[src/rtl/uart_seq_rx.sv]
// 8N1 UART receiver that packs bytes LSB-first into WIDTH-bit words and groups
// DEPTH words into one sequence, handed to the sorter over valid/ready.
module uart_seq_rx #(
  parameter int CLK_FREQ     = 100_000_000,
  parameter int BAUD         = 115_200,
  parameter int WIDTH        = 32,
  parameter int DEPTH        = 8,
  parameter int TIMEOUT_BITS = 16
) (
  input  logic                   clk,
  input  logic                   rst,
  input  logic                   uart_rx,
  output logic [DEPTH*WIDTH-1:0] seq_data,
  output logic                   seq_valid,
  input  logic                   seq_ready,
  output logic                   frame_err,
  output logic                   overrun,
  output logic [15:0]            seq_count
);
  localparam int CLKS_PER_BIT   = CLK_FREQ / BAUD;
  localparam int HALF_BIT       = CLKS_PER_BIT / 2;
  localparam int BYTES_PER_WORD = WIDTH / 8;
  localparam int TIMEOUT_CLKS   = TIMEOUT_BITS * CLKS_PER_BIT;
  localparam int CNT_W          = $clog2(CLKS_PER_BIT + 1);
  localparam int BIDX_W         = (BYTES_PER_WORD > 1) ? $clog2(BYTES_PER_WORD) : 1;
  localparam int WIDX_W         = $clog2(DEPTH);
  localparam int TO_W           = $clog2(TIMEOUT_CLKS + 1);

  typedef enum logic [1:0] {IDLE, START, DATA, STOP} rx_state_e;

  logic              rx_meta_q, rx_s_q;
  rx_state_e         state_q;
  logic [CNT_W-1:0]  cnt_q;
  logic [2:0]        bit_idx_q;
  logic [7:0]        shift_q;
  logic              byte_valid_q, frame_err_q;

  logic [BIDX_W-1:0]      byte_idx_q;
  logic [WIDX_W-1:0]      word_idx_q;
  logic [TO_W-1:0]        to_cnt_q;
  logic [WIDTH-1:0]       word_q, word_d;
  logic [DEPTH*WIDTH-1:0] asm_q, asm_d;
  logic [DEPTH*WIDTH-1:0] seq_data_q;
  logic                   seq_valid_q, overrun_q;
  logic [15:0]            seq_count_q;
  logic                   word_done, seq_done, accept;

  always_ff @(posedge clk or posedge rst) begin
    if (rst) begin
      rx_meta_q <= 1'b1;
      rx_s_q    <= 1'b1;
    end else begin
      rx_meta_q <= uart_rx;
      rx_s_q    <= rx_meta_q;
    end
  end

  // Bit-level receiver; byte_valid_q / frame_err_q are registered one cycle after the stop sample.
  always_ff @(posedge clk or posedge rst) begin
    if (rst) begin
      state_q      <= IDLE;
      cnt_q        <= '0;
      bit_idx_q    <= '0;
      shift_q      <= '0;
      byte_valid_q <= 1'b0;
      frame_err_q  <= 1'b0;
    end else begin
      byte_valid_q <= 1'b0;
      frame_err_q  <= 1'b0;
      case (state_q)
        IDLE: begin
          if (!rx_s_q) begin
            state_q <= START;
            cnt_q   <= '0;
          end
        end
        START: begin
          if (cnt_q == CNT_W'(HALF_BIT - 1)) begin
            cnt_q     <= '0;
            bit_idx_q <= '0;
            state_q   <= rx_s_q ? IDLE : DATA;
          end else begin
            cnt_q <= cnt_q + 1'b1;
          end
        end
        DATA: begin
          if (cnt_q == CNT_W'(CLKS_PER_BIT - 1)) begin
            cnt_q     <= '0;
            shift_q   <= {rx_s_q, shift_q[7:1]};
            bit_idx_q <= bit_idx_q + 1'b1;
            if (bit_idx_q == 3'd7) state_q <= STOP;
          end else begin
            cnt_q <= cnt_q + 1'b1;
          end
        end
        STOP: begin
          if (cnt_q == CNT_W'(CLKS_PER_BIT - 1)) begin
            cnt_q        <= '0;
            state_q      <= IDLE;
            byte_valid_q <= rx_s_q;
            frame_err_q  <= !rx_s_q;
          end else begin
            cnt_q <= cnt_q + 1'b1;
          end
        end
        default: state_q <= IDLE;
      endcase
    end
  end

  assign word_done = byte_valid_q && (byte_idx_q == BIDX_W'(BYTES_PER_WORD - 1));
  assign seq_done  = word_done && (word_idx_q == WIDX_W'(DEPTH - 1));
  assign accept    = seq_valid_q && seq_ready;

  // The last word is merged combinationally so the finished sequence can load in one step.
  always_comb begin
    word_d = word_q;
    word_d[{byte_idx_q, 3'b000} +: 8] = shift_q;
    asm_d = asm_q;
    asm_d[word_idx_q*WIDTH +: WIDTH] = word_d;
  end

  // NOTE: word/assembly storage has no reset; every lane is rewritten before it is presented.
  always_ff @(posedge clk) begin
    if (byte_valid_q) begin
      word_q <= word_d;
      if (word_done) asm_q <= asm_d;
    end
  end

  always_ff @(posedge clk or posedge rst) begin
    if (rst) begin
      byte_idx_q  <= '0;
      word_idx_q  <= '0;
      to_cnt_q    <= '0;
      seq_data_q  <= '0;
      seq_valid_q <= 1'b0;
      overrun_q   <= 1'b0;
      seq_count_q <= '0;
    end else begin
      overrun_q <= 1'b0;
      if (byte_valid_q) begin
        to_cnt_q <= '0;
        if (word_done) begin
          byte_idx_q <= '0;
          word_idx_q <= word_idx_q + 1'b1;
        end else begin
          byte_idx_q <= byte_idx_q + 1'b1;
        end
      end else if (state_q != IDLE || byte_idx_q == '0) begin
        to_cnt_q <= '0;
      end else if (to_cnt_q == TO_W'(TIMEOUT_CLKS - 1)) begin
        to_cnt_q   <= '0;
        byte_idx_q <= '0;
      end else begin
        to_cnt_q <= to_cnt_q + 1'b1;
      end

      if (accept) begin
        seq_valid_q <= 1'b0;
        seq_count_q <= seq_count_q + 16'd1;
      end
      if (seq_done) begin
        if (!seq_valid_q || accept) begin
          seq_valid_q <= 1'b1;
          seq_data_q  <= asm_d;
        end else begin
          overrun_q <= 1'b1;
        end
      end
    end
  end

  assign seq_data  = seq_data_q;
  assign seq_valid = seq_valid_q;
  assign frame_err = frame_err_q;
  assign overrun   = overrun_q;
  assign seq_count = seq_count_q;
endmodule
[config.mk]
export PLATFORM = sky130hd
export DESIGN_NAME = uart_seq_rx
export DESIGN_NICKNAME = d
export VERILOG_FILES = /design/src/rtl/uart_seq_rx.sv
export SDC_FILE = /design/constraint.sdc
export NUM_CORES = 1
export LEC_CHECK = 0
export ABC_CLOCK_PERIOD_IN_PS = 11500
export CORE_MARGIN = 4
export CORE_UTILIZATION = 56
export DETAILED_ROUTE_END_ITERATION = 10
export PLACE_DENSITY = 0.79
export SLEW_MARGIN = 15
export SYNTH_ARGS = -nofsm -noshare
export SYNTH_HDL_FRONTEND = slang
export SYNTH_SLANG_ARGS = --single-unit
[constraint.sdc]
create_clock -name clk -period 11.5 [get_ports clk]
set_input_delay 1.725 -clock clk [delete_from_list [all_inputs] [get_ports clk]]
set_output_delay 1.725 -clock clk [all_outputs]
set_load 0.01 [all_outputs]
==> results of run 1 <==
[Yosys cell counts, types with 3 or more instances]
library cell,count
buf_1,4
o21ai_1,62
o21ba_2,8
a22o_1,50
nor4_1,4
o311ai_2,3
and3_1,5
nand3_1,24
nor2_1,79
edfxtp_1,288
or3_1,5
nand2_1,219
clkbuf_1,45
nor2b_1,46
o21ai_2,12
mux2_2,155
dfrtp_1,318
mux2_1,4
nor3_1,5
buf_2,44
inv_2,4
a21oi_1,3
buf_4,6
nand4_1,6
buf_6,4
a31oi_1,25
and2_1,26
xor2_1,14
ha_1,18
inv_1,133
or4_1,3
and4_1,6
nor4_4,3
nor4bb_1,8
or2_2,10
xnor2_1,15
mux2i_1,25
o31ai_1,25
a22oi_1,72
o211ai_1,3
o21ai_0,109
mux2_4,4
nand2b_1,7
[worst max-delay path: cells and delay by family]
kind / cells / cell delay, ps
AOI/OAI and AO/OA: 1 / 310
buffers and inverters: 3 / 2090
and+or+nand+nor: 2 / 640
[metal layers]
layer	track usage [%]	up-vias	wire length, um
li1	-	7395	-
met5	0	-	0
met1	35.2	8267	25700
met4	6.87	0	1310
met3	5.46	77	4810
met2	38.7	609	28100
[worst min-delay path by stage]
stage                              from               end  slack [ps]  cells after the start
finish              rx_meta_q$_DFF_PP1_  rx_s_q$_DFF_PP1_         360                      0
global route        rx_meta_q$_DFF_PP1_  rx_s_q$_DFF_PP1_         360                      0
CTS                 rx_meta_q$_DFF_PP1_  rx_s_q$_DFF_PP1_         360                      0
detailed placement  rx_meta_q$_DFF_PP1_  rx_s_q$_DFF_PP1_         350                      0
global placement    rx_meta_q$_DFF_PP1_  rx_s_q$_DFF_PP1_         350                      0
floorplan           rx_meta_q$_DFF_PP1_  rx_s_q$_DFF_PP1_         350                      0
[state kept, by name (all words and copies together) (netlist names), 2 cells and up, named ones only]
name        cells
cnt_q          10
word_idx_q      3
seq_data      256
byte_idx_q      2
asm_q         256
bit_idx_q       3
shift_q         8
seq_count      16
word_q         32
to_cnt_q       14
[cell type report]
class | instances | area (um^2) | area share [%]
Multi-Input combinational cell | 1084 | 7450 | 24.7
Sequential cell | 608 | 16700 | 55.1
Clock buffer | 89 | 1750 | 5.79
Inverter | 137 | 529 | 1.75
Timing Repair Buffer | 293 | 2920 | 9.66
Tap cell | 592 | 741 | 2.45
Clock inverter | 24 | 178 | 0.588
[power groups by stage]
stage	sequential [uW]	clock (uW)	combinational, uW
2_1_floorplan	2310	0	18.0
3_3_place_gp	2310	0	30.2
3_5_place_dp	2310	0	31.2
4_1_cts	2270	1930	31.3
5_1_grt	2260	2020	34.8
6_report	2270	1900	29.3
[metrics by stage]
stage | instance area (um^2) | utilization, % | total power (uW) | hold WS, ps | worst slack (ps)
floorplan | 25100 | - | 2330 | 345 | 922
global placement | 28300 | 64.0 | 2340 | 346 | 6590
detailed placement | 28300 | 64.0 | 2340 | 355 | 6430
CTS | 30200 | 68.4 | 4230 | 360 | 7020
global route | 30200 | 68.4 | 4320 | 358 | 6720
finish | 30200 | 68.4 | 4200 | 362 | 6970
[cell families after synthesis]
group	share of synthesized area [%]
AND/OR/NAND/NOR	9.24
flip-flops	66.4
XOR/XNOR	1.01
adder cells (fa/ha/maj)	0.898
buffers and inverters	4.06
AO/OA/AOI/OAI	9.97
multiplexers	8.38
[cell usage in the layout (no fill, tap or decap), types with 15 or more instances in the layout]
| cell type | n |
|---|---|
| o31ai_1 | 25 |
| mux2i_1 | 25 |
| clkbuf_16 | 60 |
| edfxtp_1 | 288 |
| o21ai_1 | 62 |
| mux2_2 | 155 |
| o21ai_0 | 109 |
| clkdlybuf4s50_1 | 278 |
| nor2b_1 | 46 |
| clkbuf_1 | 15 |
| xnor2_1 | 15 |
| a22oi_1 | 72 |
| a22o_1 | 50 |
| nor2_1 | 79 |
| inv_1 | 131 |
| ha_1 | 18 |
| nand3_1 | 24 |
| dfrtp_1 | 318 |
| and2_1 | 26 |
| nand2_1 | 219 |
| a31oi_1 | 25 |
==> flow_metrics.env, run 1 <==
export IMPL_slew_viol_final=0
export IMPL_cts_root_buf="clkbuf_16"
export IMPL_post_synth_num_cell_types=61
export IMPL_grt_pass1_wl_um=93500
export IMPL_slew_headroom_pct=26.2
export IMPL_total_grt_usage_pct=24.6
export IMPL_reg2reg_slack_ps=7190
export IMPL_crit_reg2reg_capture="seq_data[41]$_DFFE_PP0P_"
export IMPL_place_port_buffers=278
export IMPL_area_added_between_synthesis_and_finish_pct=20.6
export IMPL_worst_setup_path_startpoint="seq_ready"
export IMPL_design_die_area_mm2=0.0482
export IMPL_post_route_period_util_pct=39.4
export IMPL_drt_initial_drc_count=1601
export IMPL_syn_instance_count=1934
export IMPL_synthesized_area_per_cell_um2=13.0
export IMPL_num_io_pins=279
export IMPL_worst_pin_slew_ps=1110
export IMPL_seq_power_share_pct=54.0
export IMPL_drt_total_wl_um=59900
export IMPL_route_detailed_wl_per_inst_um=21.2
export IMPL_drt_vias_per_instance=5.78
export IMPL_cp_endpoint="seq_data[179]$_DFFE_PP0P_"
export IMPL_cts_tree="done"
export IMPL_antenna_found_initial=0
export IMPL_crit_fanout=223
export IMPL_fmax_mhz=221
export IMPL_r2r_start="word_idx_q[0]$_DFFE_PP0P_"
export IMPL_design_final_nets=2206
export IMPL_timing_critical_path_slowest_cell_delay_ps=910
export IMPL_cts_inserted_buffers=60
export IMPL_synth_top_area_cell="edfxtp_1"
export IMPL_irDropWorstVdd_mv=0.102
export IMPL_finalHoldViolCount=0
export IMPL_coreArea_mm2=0.0442
export IMPL_number_of_placed_instances_taps_included=2714
export IMPL_synth_seq_area_share_pct=66.4
export IMPL_drtPass1Iterations=5
export IMPL_core_rowCount=77
export IMPL_cts_sinks=608
export IMPL_antenna_cells_inserted=0
export IMPL_async_flop_share_pct=52.6
export IMPL_ys_dominant_reg_cell="dfrtp_1"
export IMPL_setup_repair_after_global_routing_missed_its_margin="false"
export IMPL_detailed_place_hpwl_um=38800
export IMPL_post_cts_hold_buffer_count=0
export IMPL_finClkSkew_ps=31.0
export IMPL_power_density_cell_area_mw_per_mm2=139
export IMPL_worstPathArrival_ps=4970
export IMPL_clock_power_share_pct=45.3
export IMPL_netlist_top_cells_area="edfxtp_1 (34%), dfrtp_1 (32%), mux2_2 (7.0%)"
export IMPL_total_switching_power_uw=851
export IMPL_cts_htree_levels=2
export IMPL_grt_pass1_vias=16500
export IMPL_maxCapViolations=0
export IMPL_crit_path_top_delay_cell="buf_4"
export IMPL_initial_utilization_pct=56.7
export IMPL_final_cell_count_no_fill=2827
export IMPL_synth_top_area_share_pct=34.5
export IMPL_cts_repair_resized=0
export IMPL_internal_power_uw=3350
export IMPL_die_h_um=220
export IMPL_maximum_buffer_depth_of_the_clock_tree=3
export IMPL_timing_worst_setup_path_type="input port to flop"
export IMPL_count_of_flip_flops_with_a_built_in_enable_after_synthesis=288
export IMPL_drtAntennaViolNets=0
export IMPL_finalCriticalPeriod_ps=4530
export IMPL_total_leakage_power_uw=0.0119
export IMPL_layout_drive_gt1_share_pct=14.2
export IMPL_power_switching_fraction_pct=20.3
export IMPL_synth_warnings=0
export IMPL_yosys_register_bits=608
export IMPL_cts_clk_slew_worst_paths_ps=60
export IMPL_gp_congestion=0.825
export IMPL_crit_required_ps=11940
export IMPL_route_vias_total=16300
export IMPL_cp_end_kind="flop"
export IMPL_setup_violations_final=0
export IMPL_filler_cell_count=3032
export IMPL_grt_max_degree=224
export IMPL_clk_insertion_delay_late_ps=630
export IMPL_outcome="finished, final reports clean"
export IMPL_syn_area_mm2=0.0251
export IMPL_ordered_list_of_cells_on_the_worst_path="clkdlybuf4s50_1 -> nand2b_1 -> nand2b_4 -> buf_12 -> buf_4 -> o21ai_0"
export IMPL_timing_critical_path_from_type="input port"
export IMPL_sum_neg_setup_slack_ps=0
export IMPL_rr_worst_depth=8
export IMPL_overflow=0
export IMPL_worstHoldPathType="flop to flop"
export IMPL_chipWidth_um=220
export IMPL_syn_nets=1956
export IMPL_drcViolationCount=0
export IMPL_post_cts_repair_setup_buffers=0
export IMPL_pwr_share_comb_pct=0.7
Power figures use the tool's default switching activity.
==> inputs of run 2 (changes only) <==
ABC_CLOCK_PERIOD_IN_PS = 4520   (was 11500)
clock period = 4.52 ns   (was 11.5 ns; I/O delays follow)
==> flow_metrics.env, run 2 (synthesis gave the netlist of run 1 again) <==
export IMPL_outcome="finished, final reports clean"
export IMPL_hold_path_startpoint="rx_meta_q$_DFF_PP1_"
export IMPL_detailed_place_hpwl_um=41100
export IMPL_cts_inserted_buffers=60
export IMPL_place_port_buffers=278
export IMPL_route_detailed_wl_per_inst_um=21.9
export IMPL_worst_setup_path_startpoint="word_idx_q[1]$_DFFE_PP0P_"
export IMPL_worstHoldEndpoint="rx_s_q$_DFF_PP1_"
export IMPL_drcViolationCount=0
export IMPL_area_added_between_synthesis_and_finish_pct=21.2
export IMPL_cts_sinks=608
export IMPL_finClkSkew_ps=23.2
export IMPL_crit_path_setup_slack_layout_ps=818
export IMPL_antenna_found_initial=0
export IMPL_cts_repair_resized=0
export IMPL_num_io_pins=279
export IMPL_slew_headroom_pct=24.3
export IMPL_timing_worst_setup_path_type="flop to flop"
export IMPL_ordered_list_of_cells_on_the_worst_path="inv_1 -> ha_1 -> ha_1 -> o311ai_4 -> buf_4 -> or2_1 -> buf_4 -> o21ai_1 -> mux2_2"
export IMPL_worst_path_dominant_cell_family="buffers and inverters"
export IMPL_cts_tree="done"
export IMPL_slew_viol_final=0
export IMPL_worstPathArrival_ps=4190
export IMPL_drt_vias_per_instance=5.84
export IMPL_timing_critical_path_buf_inv=3
export IMPL_dpl_instance_area_mm2=0.0285
export IMPL_coreArea_mm2=0.0442
export IMPL_crit_fanout=33
export IMPL_drtAntennaViolNets=0
export IMPL_reg2reg_slack_ps=820
export IMPL_drt_total_wl_um=62300
export IMPL_post_cts_repair_setup_buffers=0
export IMPL_commonest_non_fill_non_tap_cells_in_the_layout="dfrtp_1 (318), edfxtp_1 (288), clkdlybuf4s50_1 (278)"
export IMPL_post_route_period_util_pct=81.9
export IMPL_total_leakage_power_uw=0.0120
export IMPL_drtPass1Iterations=5
export IMPL_core_rowCount=77
export IMPL_post_place_setup_slack_ps=832
export IMPL_grt_pass1_vias=17200
export IMPL_timing_critical_path_slowest_cell_delay_ps=710
export IMPL_maxCapViolations=0
export IMPL_crit_required_ps=5010
export IMPL_finalHoldViolCount=0
export IMPL_antenna_cells_inserted=0
export IMPL_crit_reg2reg_capture="seq_data[44]$_DFFE_PP0P_"
export IMPL_setup_violations_final=0
export IMPL_layout_cells_most_common="dfrtp_1"
export IMPL_initial_utilization_pct=56.7
export IMPL_cts_clk_slew_worst_paths_ps=60
export IMPL_cts_root_buf="clkbuf_16"
export IMPL_rr_worst_depth=9
export IMPL_timing_hold_worst_path_depth=0
export IMPL_crit_path_top_delay_cell="dfrtp_1"
export IMPL_total_grt_usage_pct=25.9
export IMPL_timing_critical_path_from_type="flop"
export IMPL_setup_repair_after_global_routing_missed_its_margin="false"
export IMPL_fmax_mhz=270
export IMPL_grt_pass1_wl_um=97700
export IMPL_chipWidth_um=220
export IMPL_design_final_nets=2224
export IMPL_design_die_area_mm2=0.0482
export IMPL_route_vias_total=16600
export IMPL_gp_congestion=0.859
export IMPL_post_cts_hold_buffer_count=0
export IMPL_power_density_cell_area_mw_per_mm2=346
export IMPL_worst_pin_slew_ps=1140
export IMPL_drt_initial_drc_count=1719
export IMPL_cts_htree_levels=2
export IMPL_finalCriticalPeriod_ps=3700
export IMPL_clk_insertion_delay_late_ps=620
export IMPL_irDropWorstVdd_mv=0.263
export IMPL_die_h_um=220
export IMPL_grt_max_degree=111
export IMPL_cp_end_kind="flop"
export IMPL_overflow=0
export IMPL_r2r_start="word_idx_q[1]$_DFFE_PP0P_"
export IMPL_worstHoldPathType="flop to flop"
export IMPL_maximum_buffer_depth_of_the_clock_tree=3
export IMPL_layout_drive_gt1_share_pct=14.6
export IMPL_design_area_mm2=0.0304
[run 2: cell count changes in the layout (fill, tap and decap cells not counted), sizes merged]
cell,change
clkinv,+6
clkbuf,-3
clkinvlp,+1
inv,-4
buf,+18
bufinv,-1
[run 2: area by class of cell]
cell class              count  area, um^2
inverters                 137         522
well taps                 592         741
flip-flops and latches    608       16700
repair buffers            311        3170
clock inverters            26         136
clock buffers              86        1700
fillers                  3043       13800
multi-input cells        1084        7460
[run 2: where the power goes]
group	internal (uW)	switching, uW
clock	2600	2070
sequential	5760	5.08
combinational	20.2	65.8
total	8380	2140
[run 2: through the flow]
stage,total power (uW),instances,hold WS [ps],TNS [ps],util (%)
2_1_floorplan,5920,1934,345,-335550,-
3_3_place_gp,5960,2732,346,0,64.6
3_5_place_dp,5970,2732,347,0,64.6
4_1_cts,10600,2844,356,0,68.7
5_1_grt,10900,2844,368,0,68.7
6_report,10500,2844,355,0,68.7
[run 2: how the worst max path moves through the flow]
stage          cells past startpoint                  endpoint  slack (ps)
5_1_grt                            9  seq_data[42]$_DFFE_PP0P_         640
3_5_place_dp                       9  seq_data[42]$_DFFE_PP0P_         830
4_1_cts                            9  seq_data[42]$_DFFE_PP0P_         840
2_1_floorplan                      2        asm_q[0]$_DFFE_PP_        -780
6_report                           9  seq_data[44]$_DFFE_PP0P_         820
3_3_place_gp                       9  seq_data[42]$_DFFE_PP0P_        1010
[run 2: layer usage]
layer / vias to the layer above / part of all wire [%] / global-route usage (%)
met3: 117 / 8.8 / 5.85
li1: 7410 / - / -
met1: 8409 / 42 / 36.7
met5: - / 0 / 0
met4: 0 / 2.5 / 7.16
met2: 667 / 47 / 41.0
[run 2: worst register-to-register path, cell delays in order (launching register included)]
cell      delay (ps)
dfrtp_1          710
inv_1            170
ha_1             240
ha_1             540
o311ai_4         190
buf_4            420
or2_1            580
buf_4            310
o21ai_1          110
mux2_2           310
